File: config.mk
export PLATFORM = sky130hd
export DESIGN_NAME = mem_arbiter
export DESIGN_NICKNAME = d
export VERILOG_FILES = /design/src/rtl/cpu_mem_pkg.sv /design/src/rtl/mem_arb_prio.sv /design/src/rtl/mem_arbiter.sv
export SDC_FILE = /design/constraint.sdc
export NUM_CORES = 1
export LEC_CHECK = 0
export ABC_AREA = 0
export CAP_MARGIN = 20
export CORE_AREA = 5 5 130 132
export CTS_BUF_LIST = sky130_fd_sc_hd__clkbuf_16
export CTS_CLUSTER_DIAMETER = 40
export CTS_CLUSTER_SIZE = 30
export DETAILED_ROUTE_END_ITERATION = 10
export DIE_AREA = 0 0 135 137
export PLACE_DENSITY = 0.76
export SLEW_MARGIN = 25
export SYNTH_ARGS = -nofsm -noshare
export SYNTH_HDL_FRONTEND = slang
export SYNTH_SLANG_ARGS = --single-unit
export TNS_END_PERCENT = 30
File: constraint.sdc
create_clock -name clk_i -period 1.5 [get_ports clk_i]
set_input_delay 0.15 -clock clk_i [delete_from_list [all_inputs] [get_ports clk_i]]
set_output_delay 0.15 -clock clk_i [all_outputs]
set_load 0.01 [all_outputs]
File: src/rtl/cpu_mem_pkg.sv
// rtl/cpu_mem_pkg.sv - shared types and default widths for the CPU memory arbiter
package cpu_mem_pkg;

  localparam int DEF_ADDR_W = 32;
  localparam int DEF_DATA_W = 32;

  // Arbiter sequencing: one access in flight, one response cycle, then idle.
  typedef enum logic [1:0] {
    IDLE    = 2'd0,
    IF_BUSY = 2'd1,
    DM_BUSY = 2'd2,
    RESP    = 2'd3
  } arbState_t;

  // Which requester the priority logic would serve this cycle.
  typedef enum logic [1:0] {
    GNT_NONE = 2'd0,
    GNT_IF   = 2'd1,
    GNT_DM   = 2'd2
  } grant_t;

endpackage

File: src/rtl/mem_arb_prio.sv
// rtl/mem_arb_prio.sv - data-over-fetch priority with fetch starvation override
module mem_arb_prio
  import cpu_mem_pkg::*;
#(
  parameter int STARVE_MAX = 4
) (
  input  logic [1:0] reqs,       // bit 0: fetch, bit 1: data
  input  logic [3:0] starveCnt,
  output grant_t     grant
);

  localparam logic [3:0] STARVE_LIM = 4'(STARVE_MAX);

  logic ifReq;
  logic dmReq;
  logic ifStarved;

  assign ifReq     = reqs[0];
  assign dmReq     = reqs[1];
  assign ifStarved = ifReq && (starveCnt == STARVE_LIM);

  // Data wins by default; a fetch that has waited out STARVE_MAX data grants goes first.
  always_comb begin
    grant = GNT_NONE;
    if (dmReq && !ifStarved) begin
      grant = GNT_DM;
    end else if (ifReq) begin
      grant = GNT_IF;
    end
  end

endmodule

File: src/rtl/mem_arbiter.sv
// rtl/mem_arbiter.sv - two-master (fetch/data) arbiter onto one single-port memory
module mem_arbiter
  import cpu_mem_pkg::*;
#(
  parameter int ADDR_W     = DEF_ADDR_W,
  parameter int DATA_W     = DEF_DATA_W,
  parameter int STARVE_MAX = 4
) (
  input  logic              clk_i,
  input  logic              start_i,
  input  logic              if_req_i,
  input  logic [ADDR_W-1:0] if_addr_i,
  output logic              if_ack_o,
  output logic [DATA_W-1:0] if_rdata_o,
  input  logic              dm_req_i,
  input  logic              dm_we_i,
  input  logic [ADDR_W-1:0] dm_addr_i,
  input  logic [DATA_W-1:0] dm_wdata_i,
  output logic              dm_ack_o,
  output logic [DATA_W-1:0] dm_rdata_o,
  output logic              mem_req_o,
  output logic              mem_we_o,
  output logic [ADDR_W-1:0] mem_addr_o,
  output logic [DATA_W-1:0] mem_wdata_o,
  input  logic              mem_ack_i,
  input  logic [DATA_W-1:0] mem_rdata_i,
  output logic              stall_o
);

  localparam logic [3:0] STARVE_LIM = 4'(STARVE_MAX);

  arbState_t         state;
  grant_t            grant;
  logic [3:0]        starveCnt;
  logic              memReq;
  logic              capWe;
  logic [ADDR_W-1:0] capAddr;
  logic [DATA_W-1:0] capWdata;
  logic              ifAck;
  logic              dmAck;
  logic [DATA_W-1:0] ifRdata;
  logic [DATA_W-1:0] dmRdata;

  mem_arb_prio #(
    .STARVE_MAX(STARVE_MAX)
  ) uPrio (
    .reqs      ({dm_req_i, if_req_i}),
    .starveCnt (starveCnt),
    .grant     (grant)
  );

  // Grant, hold the captured request on the memory port until ack, then pulse the requester's ack.
  always_ff @(posedge clk_i or negedge start_i) begin
    if (!start_i) begin
      state     <= IDLE;
      starveCnt <= '0;
      memReq    <= 1'b0;
      capWe     <= 1'b0;
      capAddr   <= '0;
      capWdata  <= '0;
      ifAck     <= 1'b0;
      dmAck     <= 1'b0;
      ifRdata   <= '0;
      dmRdata   <= '0;
    end else begin
      ifAck <= 1'b0;
      dmAck <= 1'b0;
      case (state)
        IDLE: begin
          case (grant)
            GNT_DM: begin
              state    <= DM_BUSY;
              memReq   <= 1'b1;
              capWe    <= dm_we_i;
              capAddr  <= dm_addr_i;
              capWdata <= dm_wdata_i;
              if (if_req_i && (starveCnt < STARVE_LIM)) begin
                starveCnt <= starveCnt + 4'd1;
              end
            end
            GNT_IF: begin
              state     <= IF_BUSY;
              memReq    <= 1'b1;
              capWe     <= 1'b0;
              capAddr   <= if_addr_i;
              capWdata  <= '0;
              starveCnt <= '0;
            end
            default: ;
          endcase
        end
        IF_BUSY: begin
          if (mem_ack_i) begin
            state   <= RESP;
            memReq  <= 1'b0;
            ifAck   <= 1'b1;
            ifRdata <= mem_rdata_i;
          end
        end
        DM_BUSY: begin
          if (mem_ack_i) begin
            state  <= RESP;
            memReq <= 1'b0;
            dmAck  <= 1'b1;
            if (!capWe) begin
              dmRdata <= mem_rdata_i;
            end
          end
        end
        RESP: begin
          // Requests seen here are deliberately not granted; the requester sees its ack this cycle.
          state <= IDLE;
        end
        default: state <= IDLE;
      endcase
    end
  end

  assign mem_req_o   = memReq;
  assign mem_we_o    = capWe;
  assign mem_addr_o  = capAddr;
  assign mem_wdata_o = capWdata;
  assign if_ack_o    = ifAck;
  assign dm_ack_o    = dmAck;
  assign if_rdata_o  = ifRdata;
  assign dm_rdata_o  = dmRdata;

  // Freeze the pipeline while any request is outstanding, released in its ack cycle.
  assign stall_o = (if_req_i & ~ifAck) | (dm_req_i & ~dmAck);

endmodule

==> metrics.yaml <==
sta:
  min_period_ps: 1540
  skew_ps: 7.22
  slew_violations: 0
  setup_viol: 59
  rsz0062_at_grt: "true"
  max_freq_mhz: 648
  final_critical_path_setup_slack_ps: -43.9
  min_period_over_period: 1.03
  worst_pin_slew_ps: 377
  max_slew_margin: 0.749
  finalSetupTns_ps: -1200
  holdWs_ps: 215
  finalHoldViolCount: 0
synth:
  synth_top_family_by_area: "multiplexers"
  syn_inst: 440
  synth-compound-area-share: 0.131
  ys_warn_count: 0
  synthSimpleGateAreaFrac: 0.0599
  synthDominantCellAreaShare: 0.608
  synthMuxAreaShare: 0.149
  synth_common_cells: "dfrtp_1, a21oi_1, nand2_1"
  yosys_most_used_dff: "dfrtp_1"
  synth.distinct_cells: 30
  yosysSeqAreaShare: 0.608
  synthTopCellsByArea: "dfrtp_1, mux2_4, mux2_2, a21oi_1, a22o_1"
  synth-async-reset-ratio: 1.00
  synth-xor-area-share: 0
  synth-seq-cells: 138
  synth_nets: 579
  synth_edf_count: 0
  synth_area_mm2: 0.00568
  avgSynthCellArea_um2: 12.9
  synth_most_common_cell: "dfrtp_1"
  synth-adder-area-share: 0.0110
  yosys.area.top_type: "dfrtp_1"
global_route:
  antenna_found_initial: 1
  grt.total_usage: 0.181
  gr-total-overflow: 0
  grt_pass1_vias: 5005
  grt_start_max_net_pins: 66
  grt_first_pass_wirelength_um: 26200
placement:
  io_buffers: 266
  place.gp.congestion: 0.784
  dp_hpwl_um: 12400
die:
  dieHeight_um: 137
  dieWidth_um: 135
  rows: 46
  io-pin-count: 267
  die_area_mm2: 0.0185
  coreArea_mm2: 0.0156
  initial_core_util: 0.364
layout:
  drive_gt1_frac: 0.256
  fin_nets: 877
  area_growth_pct: 75.1
  fillers: 1178
  utilization: 0.638
setup_path:
  cp_top_family: "flip-flops"
  regToRegSetupSlack_ps: -40
  slowest_stage: "dfrtp_1"
  worstRegToRegCells: 8
  crit_type: "register to register"
  cp.arrival_ps: 1840
  cp-end-kind: "register"
  reg2reg_to: "mem_addr_o[16]"
  startpoint_type: "register"
  timing.critical_path.buf_inv: 3
  max_stage_delay_ps: 390
  cp.required_ps: 1790
  path_max_fanout: 6
  r2r_start: "starveCnt[0]"
  path_cells: "inv_2, ha_4, nand4b_4, a21boi_4, buf_6, clkbuf_16, nand2_1, a21oi_2"
status:
  violations: "negative setup slack"
  outcome: "finished, violations left"
power_and_ir_drop:
  finalPower_mw: 20.6
  power_leakage_nw: 5.08
  ir_drop_mv: 0.962
  powerDensity_mw_per_mm2: 2070
worst_hold_path:
  hp-class: "input port to async pin"
routing:
  drc_errors: 0
  wl_per_cell_um: 18.9
  drtPass1Iterations: 4
  num_vias: 4726
  wl_um: 18300
  drt_iter0_drc: 196
  ant_nets: 0
  via_per_inst: 4.88
clocking:
  clock_latency_ps: 410
  clkTransAtPathRegs_ps: 60
  cts_root_buf: "clkbuf_16"
  cts_buffer_depth: 2
  numCtsBuffers: 17
  cts_tree: "built"
  cts.sinks: 138
  cts_max_level: 4
run:
  cap_violations: 0
layer usage:
layer	global-route usage	up-vias	routed length, um
met5	0	-	0
met4	0.0773	0	507
met3	0.0636	34	1380
met2	0.306	198	9350
met1	0.208	2347	7100
li1	-	2147	-
cell usage in the layout (no fill, tap or decap), types with 2 or more instances in the layout:
master / count
a21oi_1: 44
a21oi_2: 24
a22o_1: 35
buf_12: 9
buf_16: 2
buf_4: 19
buf_6: 7
bufinv_16: 4
clkbuf_16: 21
clkdlybuf4s50_1: 167
clkinv_1: 3
clkinv_4: 2
dfrtp_1: 138
dlygate4sd2_1: 32
dlymetal6s2s_1: 66
ha_2: 2
ha_4: 2
inv_1: 3
inv_2: 5
inv_6: 4
mux2_2: 33
mux2_4: 32
nand2_1: 22
nand2_2: 9
nand2_4: 5
nand2b_1: 2
nor2_1: 35
o21a_1: 2
o21ai_0: 2
o21ai_4: 2
what timing repair did:
item	CTS	global route
pin swaps	0	20
setup buffers	4	3
setup endpoints to repair	159	199
endpoints found under the hold margin	99	0
gates resized for setup	45	124
cloned	2	6
hold buffers	1	0
power breakdown:
| group | total, mW | internal (mW) | switching (mW) |
|---|---|---|---|
| combinational | 9.64 | 5.50 | 4.14 |
| clock | 4.39 | 2.79 | 1.61 |
| sequential | 6.55 | 5.53 | 1.03 |
| total | 20.6 | 13.8 | 6.77 |
cells by family after synthesis:
logic type / Yosys count
flops: 138
mux: 65
compound gates: 116
fa+ha+maj: 5
simple gates: 79
buf+inv: 37
state kept, by name, indices dropped and copies added (netlist names):
| name | flops |
|---|---|
| mem_req_o | 1 |
| if_rdata_o | 32 |
| starveCnt | 4 |
| mem_addr_o | 32 |
| dm_ack_o | 1 |
| mem_wdata_o | 32 |
| if_ack_o | 1 |
| mem_we_o | 1 |
| dm_rdata_o | 32 |
| state | 2 |
through the flow:
step / instance area [um^2] / setup slack (ps) / std cells
after global placement: 8730 / -163 / 920
after floorplan: 5680 / 2.81 / 440
after global routing: 9950 / -132 / 968
after detailed placement: 8730 / -202 / 920
after CTS: 9450 / -37.5 / 959
final: 9950 / -43.9 / 968
cell type report:
class / instances / area, um^2 / area share
Multi-Input combinational cell: 266 / 2230 / 0.224
Clock buffer: 17 / 425 / 0.0428
Timing Repair Buffer: 307 / 3340 / 0.336
Clock inverter: 15 / 196 / 0.0197
Tap cell: 216 / 270 / 0.0272
Sequential cell: 138 / 3450 / 0.347
Inverter: 8 / 30.0 / 0.00302
Antenna cell: 1 / 2.50 / 0.000252
worst max path at each step:
stage            startpoint         endpoint  slack, ps  cells after the start
3_3_place_gp       if_req_i   mem_addr_o[25]       -160                      7
3_5_place_dp       if_req_i   mem_addr_o[28]       -200                      7
5_1_grt        starveCnt[1]   mem_addr_o[20]       -130                      8
2_1_floorplan      state[0]   dm_rdata_o[10]          3                      7
6_report       starveCnt[0]   mem_addr_o[16]        -40                      8
4_1_cts            state[1]  mem_wdata_o[14]        -40                      4
worst reg2reg max path, cell delays in order (launching register included):
cell and delay [ps]:
dfrtp_1 390, inv_2 80, ha_4 150, nand4b_4 180, a21boi_4 200, buf_6 130
clkbuf_16 160, nand2_1 80, a21oi_2 50
(Power assumes the default switching activity.)
==> RTL edit 1, RTL diff (same settings) <==
The package constant `DEF_ADDR_W` goes from 32 to 40.
--- a/src/rtl/cpu_mem_pkg.sv
+++ b/src/rtl/cpu_mem_pkg.sv
@@ -1,7 +1,7 @@
 // rtl/cpu_mem_pkg.sv - shared types and default widths for the CPU memory arbiter
 package cpu_mem_pkg;
 
-  localparam int DEF_ADDR_W = 32;
+  localparam int DEF_ADDR_W = 40;
   localparam int DEF_DATA_W = 32;
 
   // Arbiter sequencing: one access in flight, one response cycle, then idle.
Interface: changed (resized dm_addr_i, if_addr_i and mem_addr_o); port bits go from 267 to 291. No check against the original RTL was run, so the function may have changed too.
==> RTL edit 1 against the unedited design <==
- the flow still finishes with violations (setup timing)
- count of clock-buffer cells in the layout stayed put
- die area did not move
- final cell count increased by 2.2%
- synthesized area is 1.5% higher
- wire length increased by 6.0%
- critical path depth decreased by 2
- final area rose by 4.0%
- power increased by 4.2%
- core utilization rose by 2.6 points
- sequential power is 5.6% higher
- non-clock buffer count is 20 higher
- sequential cell count increased by 8
- worst setup slack improved by 35 ps
- critical path type unchanged
- critical endpoint is now dm_rdata_o[17]
- largest cell class unchanged
==> RTL edit 1: results (changes against the unedited design) <==
number of nets in the synthesized netlist=597 (+3.1%); Antenna diodes=0 (-1); Max Clock Skew=11.7 ps (+4.45 ps); count of input and output buffers=290 (+9.0%); Setup WS pre-CTS=-213 ps (-10.7 ps); failing checks=setup timing; final WL=19400 µm (+6.0%); hold slack=207 ps (-7.96 ps); Crit path arrival time=1800 ps (-40 ps); Area contributors post-synth=dfrtp_1 (63%), mux2_2 (13%), a22o_1 (5.2%); endpoint of the worst-slack reg-to-reg timing path=dm_rdata_o[17]; routed vias=4863 (+2.9%); Global Route met2 Usage=33.7% (+3.1 points); Met3 Routed Length=1530 µm (+10%); Final setup viols=4 (-93%); initial antenna violation count=0 (-1); DP Cell Count=946 (+2.8%); global-route wire length before repair=28000 µm (+6.8%); post-route setup slack=-8.80 ps (+35.1 ps); peak fanout along the critical path=8 (+2); number of global-route vias before repair=5345 (+6.8%); number of cells on the worst reg-to-reg path=6 (-2); met3 track demand over resource in global routing=6.65% (+0.29 points); leakage power figure=5.12 nW (+0.94%); post-synthesis adder-cell area fraction=1.09% (-0.016 points); run status=complete, but fails checks; most instantiated cells after synthesis=dfrtp_1 (146), mux2_2 (64), a21oi_1 (45), inv_1 (43), o22ai_1 (36); routability congestion estimate=0.792 (+1.0%)
-- RTL edit 1: changes by cell type after synthesis, sizes merged, moves of 2 or more --
| cell | unedited run | this run |
|---|---|---|
| nand2 | 36 | 5 |
| dfrtp | 138 | 146 |
| inv | 8 | 43 |
| a21oi | 68 | 46 |
| buf | 28 | 22 |
| nand3 | 0 | 2 |
| a21boi | 2 | 0 |
| nor2 | 35 | 10 |
| mux2i | 0 | 6 |
| o22ai | 1 | 36 |
| clkbuf | 1 | 5 |
-- RTL edit 1: timing repair --
item,CTS,global route
resized for setup,29,98
hold buffers,1,0
pin swaps,0,41
cloned,2,9
endpoints found under the hold margin,124,0
setup endpoints to repair,158,191
-- RTL edit 1: power groups by stage --
stage	sequential (mW)	combinational, mW	clock, mW
5_1_grt	7.15	10.6	4.82
3_3_place_gp	6.86	9.15	0
2_1_floorplan	7.68	3.25	0
6_report	6.92	9.97	4.56
3_5_place_dp	6.95	9.44	0
4_1_cts	6.91	9.56	4.64
-- RTL edit 1: layout make-up --
cell class                 instances  area (µm²)
clock buffer                      17         425
clock inverter                    14         210
fill                            1151        5250
inverter                          43         161
multi-input combinational        226        2000
sequential                       146        3650
tap                              216         270
timing repair buffer             327        3630
-- RTL edit 1: kinds of logic (layout without fill, tap and decap cells) --
| logic type | after synthesis | count (layout) |
|---|---|---|
| buf+inv | 70 | 401 |
| simple gates | 27 | 27 |
| fa+ha+maj | 5 | 5 |
| flops | 146 | 146 |
| mux | 71 | 71 |
| compound gates | 123 | 123 |
-- RTL edit 1: worst max-delay path, cell delays in order (launching register included) --
cell	delay, ps
dfrtp_1	340
inv_1	60
ha_1	180
and2_4	170
nand2b_4	130
clkbuf_16	190
mux2_2	330
==> RTL edit 2, RTL diff (same settings) <==
Without the edit above. Encoding of `arbState_t`: now Gray code (2 bits for 4 states).
--- a/src/rtl/cpu_mem_pkg.sv
+++ b/src/rtl/cpu_mem_pkg.sv
@@ -6,10 +6,10 @@
 
   // Arbiter sequencing: one access in flight, one response cycle, then idle.
   typedef enum logic [1:0] {
-    IDLE    = 2'd0,
-    IF_BUSY = 2'd1,
-    DM_BUSY = 2'd2,
-    RESP    = 2'd3
+    IDLE    = 2'b00,
+    IF_BUSY = 2'b01,
+    DM_BUSY = 2'b11,
+    RESP    = 2'b10
   } arbState_t;
 
   // Which requester the priority logic would serve this cycle.
Check against the original RTL: same outputs for any inputs over 4 cycles, from zero or initial values; so few cycles prove little.
==> RTL edit 2 against the unedited design <==
- power down 1.7%
- final cell count rose by 4.8%
- synthesized area is 0.51% higher
- final area down 0.16%
- sequential cell count did not move
- maximum frequency up 3.0%
- wire length is 7.9% higher
- worst setup slack improved by 45 ps
==> RTL edit 2: results (changes against the unedited design) <==
proportion of cell area spent on the clock network=6.30% (+0.048 points); final WL=19800 µm (+7.9%); sequential group share of total power=32.0% (+0.2 points); endpoint of the worst-slack reg-to-reg timing path=mem_addr_o[10]; number of combinational gates with multiple inputs=317 (+19%); initial antenna violation count=0 (-1); sequential-to-total area share from yosys stat=60.5% (-0.31 points); Power per Cell Area=2040 nW/µm² (-1.6%); Area contributors post-synth=dfrtp_1 (60%), mux2_4 (7.9%), nor2_1 (6.4%); pin count of the biggest net entering global routing=65 (-1.5%); met1 usage=22.8% (+2.0 points); area used by multi-input combinational logic=2220 µm² (-0.45%); worst reg2reg path startpoint=starveCnt[1]; routed metal-1 wire length=7470 µm (+5.3%); number of cells on the worst reg-to-reg path=6 (-2); Antenna diodes=0 (-1); share of final-layout standard cells stronger than drive strength 1=17.8% (-7.8 points); most instantiated cells after synthesis=dfrtp_1 (138), nor2_1 (98), nand2_1 (97), a22o_1 (34), mux2_4 (30); hold slack=201 ps (-13.3 ps); peak fanout along the critical path=20 (+14); worst reg-to-reg setup slack=2 ps (+50 ps); fraction of power spent switching nets=34.7% (+1.7 points); run status=completed; worst max-slew margin expressed relative to the limit=75.0% (+0.18 points); Global Route met2 Usage=34.1% (+3.5 points); DP Cell Count=974 (+5.9%); routability congestion estimate=0.837 (+6.7%); number of global-route vias before repair=5444 (+8.8%); Crit path arrival time=1800 ps (-40 ps); critical path's largest stage delay=370 ps (-20 ps); Setup WS pre-CTS=-256 ps (-53.8 ps)
[RTL edit 2: changes by cell type after synthesis, moves of 4 or more]
| cell | change |
|---|---|
| nor2_1 | +63 |
| a221oi_2 | +10 |
| nand2_1 | +61 |
| a221oi_1 | +22 |
| mux2_2 | -32 |
| clkbuf_1 | +6 |
| buf_2 | +4 |
| a21oi_1 | -66 |
[RTL edit 2: how the worst max path moves through the flow]
stage	start	endpoint	slack, ps	cells past startpoint
finish	starveCnt[1]	mem_addr_o[10]	2	6
global route	starveCnt[1]	mem_addr_o[17]	-70	6
CTS	starveCnt[1]	mem_addr_o[7]	-4	6
detailed placement	dm_req_i	mem_addr_o[18]	-260	7
global placement	if_req_i	stall_o	-200	4
floorplan	starveCnt[0]	mem_wdata_o[10]	-8	7
[RTL edit 2: cell families after synthesis]
group | synth area share, %
compound gates | 12.6
fa+ha+maj | 0.438
mux | 8.48
simple gates | 14.0
flops | 60.5
buf+inv | 4.03
